$ cat src/rtl/instruction_fetch_unit_if.sv
// Instruction-memory read port between the fetch unit and a combinational instruction ROM/RAM.
interface instruction_fetch_unit_if #(
  parameter int ADDR_WIDTH = 6
);
  logic [ADDR_WIDTH-1:0] Read_address;
  logic [31:0]           instruction_in;

  modport master (output Read_address, input instruction_in);
  modport slave  (input Read_address, output instruction_in);
endinterface

$ cat src/rtl/instruction_fetch_unit.sv
// MIPS fetch stage: program counter, IF/ID register, stall, redirect with wrong-path squash,
// and a terminal HALT state entered on the halt word or on a bad fetch address.
module instruction_fetch_unit #(
  parameter int          ADDR_WIDTH = 6,
  parameter logic [31:0] RESET_PC   = 32'h0000_0000,
  parameter logic [31:0] HALT_WORD  = 32'hFFFF_FFFF
) (
  input  logic                        clk,
  input  logic                        reset_n,
  input  logic                        stall,
  input  logic                        branch_taken,
  input  logic [15:0]                 branch_offset,
  input  logic                        jump,
  input  logic [25:0]                 jump_target,
  input  logic                        jr,
  input  logic [31:0]                 jr_address,
  instruction_fetch_unit_if.master    imem,
  output logic [31:0]                 pc,
  output logic [31:0]                 if_instruction,
  output logic [31:0]                 if_pc_plus4,
  output logic                        if_valid,
  output logic                        halted,
  output logic                        fault
);

  typedef enum logic {RUN, HALT} state_t;
  state_t state;

  logic [31:0] pc_plus4;
  logic [31:0] branch_disp;
  logic [31:0] redirect_target;
  logic        redirect;
  logic        bad_pc;

  assign imem.Read_address = pc[ADDR_WIDTH+1:2];
  assign pc_plus4          = pc + 32'd4;
  assign branch_disp       = {{14{branch_offset[15]}}, branch_offset, 2'b00};
  assign bad_pc            = (pc[1:0] != 2'b00) || (pc[31:ADDR_WIDTH+2] != '0);

  // Redirects belong to the instruction sitting in IF/ID, so a bubble there cannot redirect.
  always_comb begin
    redirect        = if_valid && (jr || jump || branch_taken);
    redirect_target = if_pc_plus4 + branch_disp;
    if (jr)
      redirect_target = jr_address;
    else if (jump)
      redirect_target = {if_pc_plus4[31:28], jump_target, 2'b00};
  end

  always_ff @(posedge clk or negedge reset_n) begin
    if (!reset_n) begin
      state          <= RUN;
      pc             <= RESET_PC;
      if_instruction <= '0;
      if_pc_plus4    <= '0;
      if_valid       <= 1'b0;
      halted         <= 1'b0;
      fault          <= 1'b0;
    end else if (!stall) begin
      case (state)
        RUN: begin
          // A bad pc is caught before its data is ever registered.
          if (bad_pc) begin
            state          <= HALT;
            halted         <= 1'b1;
            fault          <= 1'b1;
            if_valid       <= 1'b0;
            if_instruction <= '0;
          end else if (redirect) begin
            pc             <= redirect_target;
            if_instruction <= '0;
            if_valid       <= 1'b0;
          end else if (imem.instruction_in == HALT_WORD) begin
            state          <= HALT;
            halted         <= 1'b1;
            if_instruction <= HALT_WORD;
            if_pc_plus4    <= pc_plus4;
            if_valid       <= 1'b1;
          end else begin
            pc             <= pc_plus4;
            if_instruction <= imem.instruction_in;
            if_pc_plus4    <= pc_plus4;
            if_valid       <= 1'b1;
          end
        end
        HALT: begin
          if_instruction <= '0;
          if_valid       <= 1'b0;
        end
        default: state <= HALT;
      endcase
    end
  end

endmodule

$ cat src/flat_wrapper.sv
// flat-port wrapper written by rule: the top's interface ports become plain ports
module instruction_fetch_unit_flat 
#(
  parameter int          ADDR_WIDTH = 6,
  parameter logic [31:0] RESET_PC   = 32'h0000_0000,
  parameter logic [31:0] HALT_WORD  = 32'hFFFF_FFFF
)
  (clk, reset_n, stall, branch_taken, branch_offset, jump, jump_target, jr, jr_address, pc, if_instruction, if_pc_plus4, if_valid, halted, fault, imem_Read_address, imem_instruction_in);
  instruction_fetch_unit_if #(.ADDR_WIDTH(ADDR_WIDTH)) imem_i ();
  input  logic clk;
  input  logic reset_n;
  input  logic stall;
  input  logic branch_taken;
  input  logic [15:0] branch_offset;
  input  logic jump;
  input  logic [25:0] jump_target;
  input  logic jr;
  input  logic [31:0] jr_address;
  output logic [31:0] pc;
  output logic [31:0] if_instruction;
  output logic [31:0] if_pc_plus4;
  output logic if_valid;
  output logic halted;
  output logic fault;
  output wire logic [$bits(imem_i.Read_address)-1:0] imem_Read_address;
  input wire logic [$bits(imem_i.instruction_in)-1:0] imem_instruction_in;
  assign imem_Read_address = imem_i.Read_address;
  assign imem_i.instruction_in = imem_instruction_in;
  instruction_fetch_unit #(.ADDR_WIDTH(ADDR_WIDTH), .RESET_PC(RESET_PC), .HALT_WORD(HALT_WORD)) u_core (.clk(clk), .reset_n(reset_n), .stall(stall), .branch_taken(branch_taken), .branch_offset(branch_offset), .jump(jump), .jump_target(jump_target), .jr(jr), .jr_address(jr_address), .imem(imem_i), .pc(pc), .if_instruction(if_instruction), .if_pc_plus4(if_pc_plus4), .if_valid(if_valid), .halted(halted), .fault(fault));
endmodule
$ cat config.mk
export PLATFORM = sky130hd
export DESIGN_NAME = instruction_fetch_unit_flat
export DESIGN_NICKNAME = d
export VERILOG_FILES = /design/src/rtl/instruction_fetch_unit_if.sv /design/src/rtl/instruction_fetch_unit.sv /design/src/flat_wrapper.sv
export SDC_FILE = /design/constraint.sdc
export NUM_CORES = 1
export LEC_CHECK = 0
export ABC_AREA = 1
export BUFFER_PORTS_ARGS = -buffer_cell sky130_fd_sc_hd__clkbuf_2
export CAP_MARGIN = 20
export CORE_MARGIN = 4
export CORE_UTILIZATION = 50
export DETAILED_ROUTE_END_ITERATION = 8
export GPL_TIMING_DRIVEN = 0
export PLACE_DENSITY = 0.8
export SETUP_SLACK_MARGIN = 0.02
export SLEW_MARGIN = 20
export SYNTH_ARGS = -nofsm -noshare
export SYNTH_HDL_FRONTEND = slang
export SYNTH_SLANG_ARGS = --single-unit
export TNS_END_PERCENT = 5
$ cat constraint.sdc
create_clock -name clk -period 2.5 [get_ports clk]
set_clock_uncertainty 0.1 [all_clocks]
set_input_delay 0.5 -clock clk [delete_from_list [all_inputs] [get_ports clk]]
set_output_delay 0.5 -clock clk [all_outputs]
set_load 0.01 [all_outputs]
==> report_table.html <==
<table>
<tr><th>Metric</th><th>Value</th></tr>
<tr><th colspan="2">Critical path</th></tr>
<tr><td>Number of cells on the worst reg-to-reg path</td><td>13</td></tr>
<tr><td>Most frequent cell on the critical path</td><td>sky130_fd_sc_hd__nand2_1</td></tr>
<tr><td>Series of cell instances along the critical path</td><td>ha_1 -&gt; nand2_1 -&gt; inv_1 -&gt; a21oi_1 -&gt; nor2_1 -&gt; o21ai_0 -&gt; nand3_1 -&gt; nand2_1 -&gt; nand3_1 -&gt; nand2_1 -&gt; nand2_1 -&gt; nand2_1 -&gt; nand2_1</td></tr>
<tr><td>Critical path class</td><td>register to register</td></tr>
<tr><td>Worst reg2reg setup slack</td><td>0.11 ns</td></tr>
<tr><td>Req. time, crit path</td><td>about 2.7 ns</td></tr>
<tr><td>Endpoint arrival time on the critical path</td><td>between 2 and 3 ns</td></tr>
<tr><td>Kind of launch point of the worst setup path</td><td>register</td></tr>
<tr><td>Slowest stage cell, crit path</td><td>sky130_fd_sc_hd__dfrtp_1</td></tr>
<tr><td>Stage delay of the slowest cell on the critical path</td><td>0.40 ns</td></tr>
<tr><td>Startpoint of the most critical register-to-register path</td><td>u_core.if_pc_plus4[10]</td></tr>
<tr><td>Cell type group with the largest total delay on the critical path</td><td>simple AND/OR/NAND/NOR gates</td></tr>
<tr><td>Terminus of the critical flop-to-flop path</td><td>u_core.pc[24]</td></tr>
<tr><td>Critical Path End Type</td><td>register</td></tr>
<tr><td>Max Fanout on Critical Path</td><td>5</td></tr>
<tr><td>Buffers and inverters on the worst path</td><td>1</td></tr>
<tr><th colspan="2">Synthesis</th></tr>
<tr><td>Cell types occupying the most area after synthesis</td><td>sky130_fd_sc_hd__dfrtp_1 (36%), sky130_fd_sc_hd__nand2_1 (17%), sky130_fd_sc_hd__inv_1 (7.1%)</td></tr>
<tr><td>Biggest area consumer among synthesized cells</td><td>sky130_fd_sc_hd__dfrtp_1</td></tr>
<tr><td>Number of library cell types mapped by synthesis</td><td>between 40 and 50</td></tr>
<tr><td>Count of yosys warnings during synthesis</td><td>0</td></tr>
<tr><td>Async set-reset flop share out of synthesis</td><td>between 90% and 100%</td></tr>
<tr><td>Post-synthesis instance area</td><td>0.00687 mm2</td></tr>
<tr><td>Count of flip-flops with a built-in enable after synthesis</td><td>0</td></tr>
<tr><td>Synthesized netlist net count</td><td>roughly 1100</td></tr>
<tr><td>Most numerous cell types in the synthesized netlist</td><td>sky130_fd_sc_hd__nand2_1 (308), sky130_fd_sc_hd__inv_1 (130), sky130_fd_sc_hd__nor2_1 (109)</td></tr>
<tr><td>Top FF cell, synth</td><td>sky130_fd_sc_hd__dfrtp_1</td></tr>
<tr><td>Most frequent cell after synthesis</td><td>sky130_fd_sc_hd__nand2_1</td></tr>
<tr><td>Avg Inst Size Synth</td><td>between 7 and 8 um2</td></tr>
<tr><td>Portion of synthesized cell area occupied by the leading cell type</td><td>between 30% and 40%</td></tr>
<tr><td>Post-synthesis sequential element count</td><td>100</td></tr>
<tr><td>Seq/Total Area, Yosys</td><td>between 30% and 40%</td></tr>
<tr><td>Instance count of the mapped netlist</td><td>roughly 980</td></tr>
<tr><th colspan="2">Clock tree</th></tr>
<tr><td>Source-to-sink clock delay at the later pin of the worst-skew pair</td><td>0.36 ns</td></tr>
<tr><td>Buffers inserted by post-CTS timing repair</td><td>0</td></tr>
<tr><td>CTS tree</td><td>done</td></tr>
<tr><td>Max clock buf depth</td><td>2</td></tr>
<tr><td>Num CTS Buffers</td><td>9</td></tr>
<tr><td>Clock-pin slew reported for the worst setup and hold paths after clock tree synthesis</td><td>~0.08 ns</td></tr>
<tr><td>Level count of the clock H-tree</td><td>3</td></tr>
<tr><td>Clock root buffer</td><td>sky130_fd_sc_hd__clkbuf_16</td></tr>
<tr><td>Clock tree sinks</td><td>100</td></tr>
<tr><th colspan="2">Global routing</th></tr>
<tr><td>Congestion Overflow GR</td><td>0</td></tr>
<tr><td>Maximum number of pins on one net before global-route repair</td><td>between 70 and 80</td></tr>
<tr><td>Global-route wire length before repair</td><td>approximately 36000 um</td></tr>
<tr><td>Number of antenna violations at the first check in global routing</td><td>0</td></tr>
<tr><td>GRT Overall Usage</td><td>between 20% and 30%</td></tr>
<tr><td>Number of global-route vias before repair</td><td>7065</td></tr>
<tr><th colspan="2">Floorplanning</th></tr>
<tr><td>Chip width</td><td>125 um</td></tr>
<tr><td>Starting utilization of the core area</td><td>51.5%</td></tr>
<tr><td>Row count</td><td>42</td></tr>
<tr><td>Area of the core</td><td>between 0.01 and 0.015 mm2</td></tr>
<tr><td>Number of top-level pins</td><td>roughly 220</td></tr>
<tr><td>Vert. Die Dim</td><td>around 130 um</td></tr>
<tr><td>DIE AREA</td><td>0.0157 mm2</td></tr>
<tr><th colspan="2">Layout</th></tr>
<tr><td>Utilization after layout</td><td>between 60% and 70%</td></tr>
<tr><td>Final standard cell count with taps included and fillers excluded</td><td>~1400</td></tr>
<tr><td>Diode count</td><td>0</td></tr>
<tr><td>Storage element area</td><td>approximately 0.0025 mm2</td></tr>
<tr><td>Final Net Count</td><td>between 1000 and 1500</td></tr>
<tr><td>Area added between synthesis and finish</td><td>25.3%</td></tr>
<tr><td>Area used by multi-input combinational logic</td><td>between 0.003 and 0.004 mm2</td></tr>
<tr><td>Filler Cell Count</td><td>around 1200</td></tr>
<tr><td>Share of final-layout standard cells stronger than drive strength 1</td><td>around a quarter</td></tr>
<tr><th colspan="2">Min path</th></tr>
<tr><td>Critical hold path startpoint</td><td>imem_instruction_in[24]</td></tr>
<tr><td>Class of the most critical hold timing path</td><td>input port to register</td></tr>
<tr><td>Terminating pin of the worst hold path</td><td>u_core.if_instruction[24]</td></tr>
<tr><td>Hold Path Stages</td><td>2</td></tr>
<tr><th colspan="2">Place</th></tr>
<tr><td>Buffers on Ports</td><td>~210</td></tr>
<tr><td>DP HPWL</td><td>between 15000 and 20000 um</td></tr>
<tr><td>Placer Congestion</td><td>0.943</td></tr>
<tr><td>Cell total after placement</td><td>~1400</td></tr>
<tr><th colspan="2">STA</th></tr>
<tr><td>Endpoints failing setup</td><td>0</td></tr>
<tr><td>Tightest Pin Transition</td><td>0.607 ns</td></tr>
<tr><td>Final Critical Period</td><td>~2.4 ns</td></tr>
<tr><td>Remaining max-slew budget at the tightest pin</td><td>approximately three fifths</td></tr>
<tr><td>Highest clock rate</td><td>roughly 0.42 GHz</td></tr>
<tr><td>Number of failing hold endpoints at the final stage</td><td>0</td></tr>
<tr><td>Final max-slew violation count</td><td>0</td></tr>
<tr><td>Unrepaired setup endpoints after global routing</td><td>yes</td></tr>
<tr><td>Fraction of the cycle the final worst path needs</td><td>95.4%</td></tr>
<tr><th colspan="2">Detailed routing</th></tr>
<tr><td>Routed vias/inst</td><td>between 5 and 6</td></tr>
<tr><td>Residual DRC count</td><td>0</td></tr>
<tr><td>Routed Wire Length</td><td>approximately 23000 um</td></tr>
<tr><td>Average wire per standard cell</td><td>about 16 um</td></tr>
<tr><td>Antenna viol nets, final</td><td>0</td></tr>
<tr><td>DRT Pass-1 Iters</td><td>5</td></tr>
<tr><td>Via count</td><td>~7300</td></tr>
<tr><td>Initial DRC Count</td><td>620</td></tr>
<tr><th colspan="2">Run</th></tr>
<tr><td># Max-Cap Violations</td><td>0</td></tr>
<tr><th colspan="2">Pwr</th></tr>
<tr><td>Largest voltage drop on the vdd net</td><td>roughly 0.00033 V</td></tr>
<tr><td>Power per Cell Area</td><td>409 mW/mm2</td></tr>
<tr><td>Leakage</td><td>about 5 nW</td></tr>
<tr><th colspan="2">Status</th></tr>
<tr><td>Run status</td><td>finished clean</td></tr>
</table>
[logic make-up (layout without fill, tap and decap cells)]
family	Yosys count	count (layout)	share of synthesized area, %
simple gates	516	516	31.6
flops	100	100	36.4
compound gates	135	135	12.9
buf+inv	175	406	10.6
fa+ha+maj	31	31	5.76
xor+xnor	21	21	2.68
[routing by layer]
layer	track usage, %	vias up	wire length, um
met5	0	-	0
met4	8.55	0	499
met3	5.50	41	2140
met2	44.7	346	10200
met1	39.8	3355	9680
li1	-	3573	-
[sequential cells by signal, summed over array words and instances, names as in the netlist]
register / count
u_core.fault: 1
u_core.halted: 1
u_core.if_instruction: 32
u_core.if_pc_plus4: 32
u_core.if_valid: 1
u_core.pc: 32
u_core.state: 1
[cells in the final DEF (no fill, tap or decap), drive strengths merged, types with 9 or more instances in the layout]
| cell type | instances |
|---|---|
| nand2 | 309 |
| clkbuf | 239 |
| inv | 141 |
| nor2 | 112 |
| dfrtp | 100 |
| nand3 | 56 |
| a21oi | 55 |
| a22o | 32 |
| ha | 30 |
| o21ai | 24 |
| buf | 22 |
| nand4 | 13 |
| xor2 | 12 |
| nor3 | 12 |
| xnor2 | 9 |
[where the power goes]
part           switching, W  leakage, nW  internal, W
clock              0.000699        0.156     0.000804
sequential       0.00000133         1.32      0.00162
combinational      0.000253         3.54     0.000148
total              0.000953         5.01      0.00257
[cell type report]
cell class,instances,share of cell area (%)
repair buffers,215,13.0
plain buffers,38,2.50
clock inverters,7,1.00
well taps,176,2.56
multi-input cells,703,43.3
flip-flops and latches,100,29.1
inverters,137,5.99
clock buffers,9,2.62
[worst max path at each step]
| stage | startpoint | end | cells past startpoint |
|---|---|---|---|
| after CTS | u_core.if_pc_plus4[2] | u_core.pc[24] | 14 |
| after floorplan | branch_offset[0] | u_core.pc[22] | 13 |
| after global routing | u_core.if_pc_plus4[10] | u_core.pc[20] | 13 |
| final | u_core.if_pc_plus4[10] | u_core.pc[24] | 13 |
| after global placement | reset_n | u_core.if_instruction[31] | 1 |
| after detailed placement | branch_offset[0] | u_core.pc[24] | 15 |
[per-stage QoR]
| step | TNS [ns] | power [W] | instance area (um2) | hold WS (ns) | worst slack (ns) |
|---|---|---|---|---|---|
| global route | -0.0200 | 0.00364 | 8610 | 0.267 | -0.0200 |
| global placement | -49.38 | 0.00203 | 8150 | 0.347 | -0.494 |
| floorplan | 0 | 0.00183 | 6870 | 0.104 | 0.218 |
| CTS | 0 | 0.00352 | 8520 | 0.265 | 0.0525 |
| finish | 0 | 0.00352 | 8610 | 0.269 | 0.114 |
| detailed placement | -1.68 | 0.00204 | 8190 | 0.292 | -0.197 |
[timing repair]
action	in CTS	in global routing
pin swaps	0	2
hold buffers	1	0
gates resized for setup	1	22
endpoints found under the setup margin	2	14
hold endpoints to repair	23	0
No activity file was read; power rests on OpenSTA's default activity.
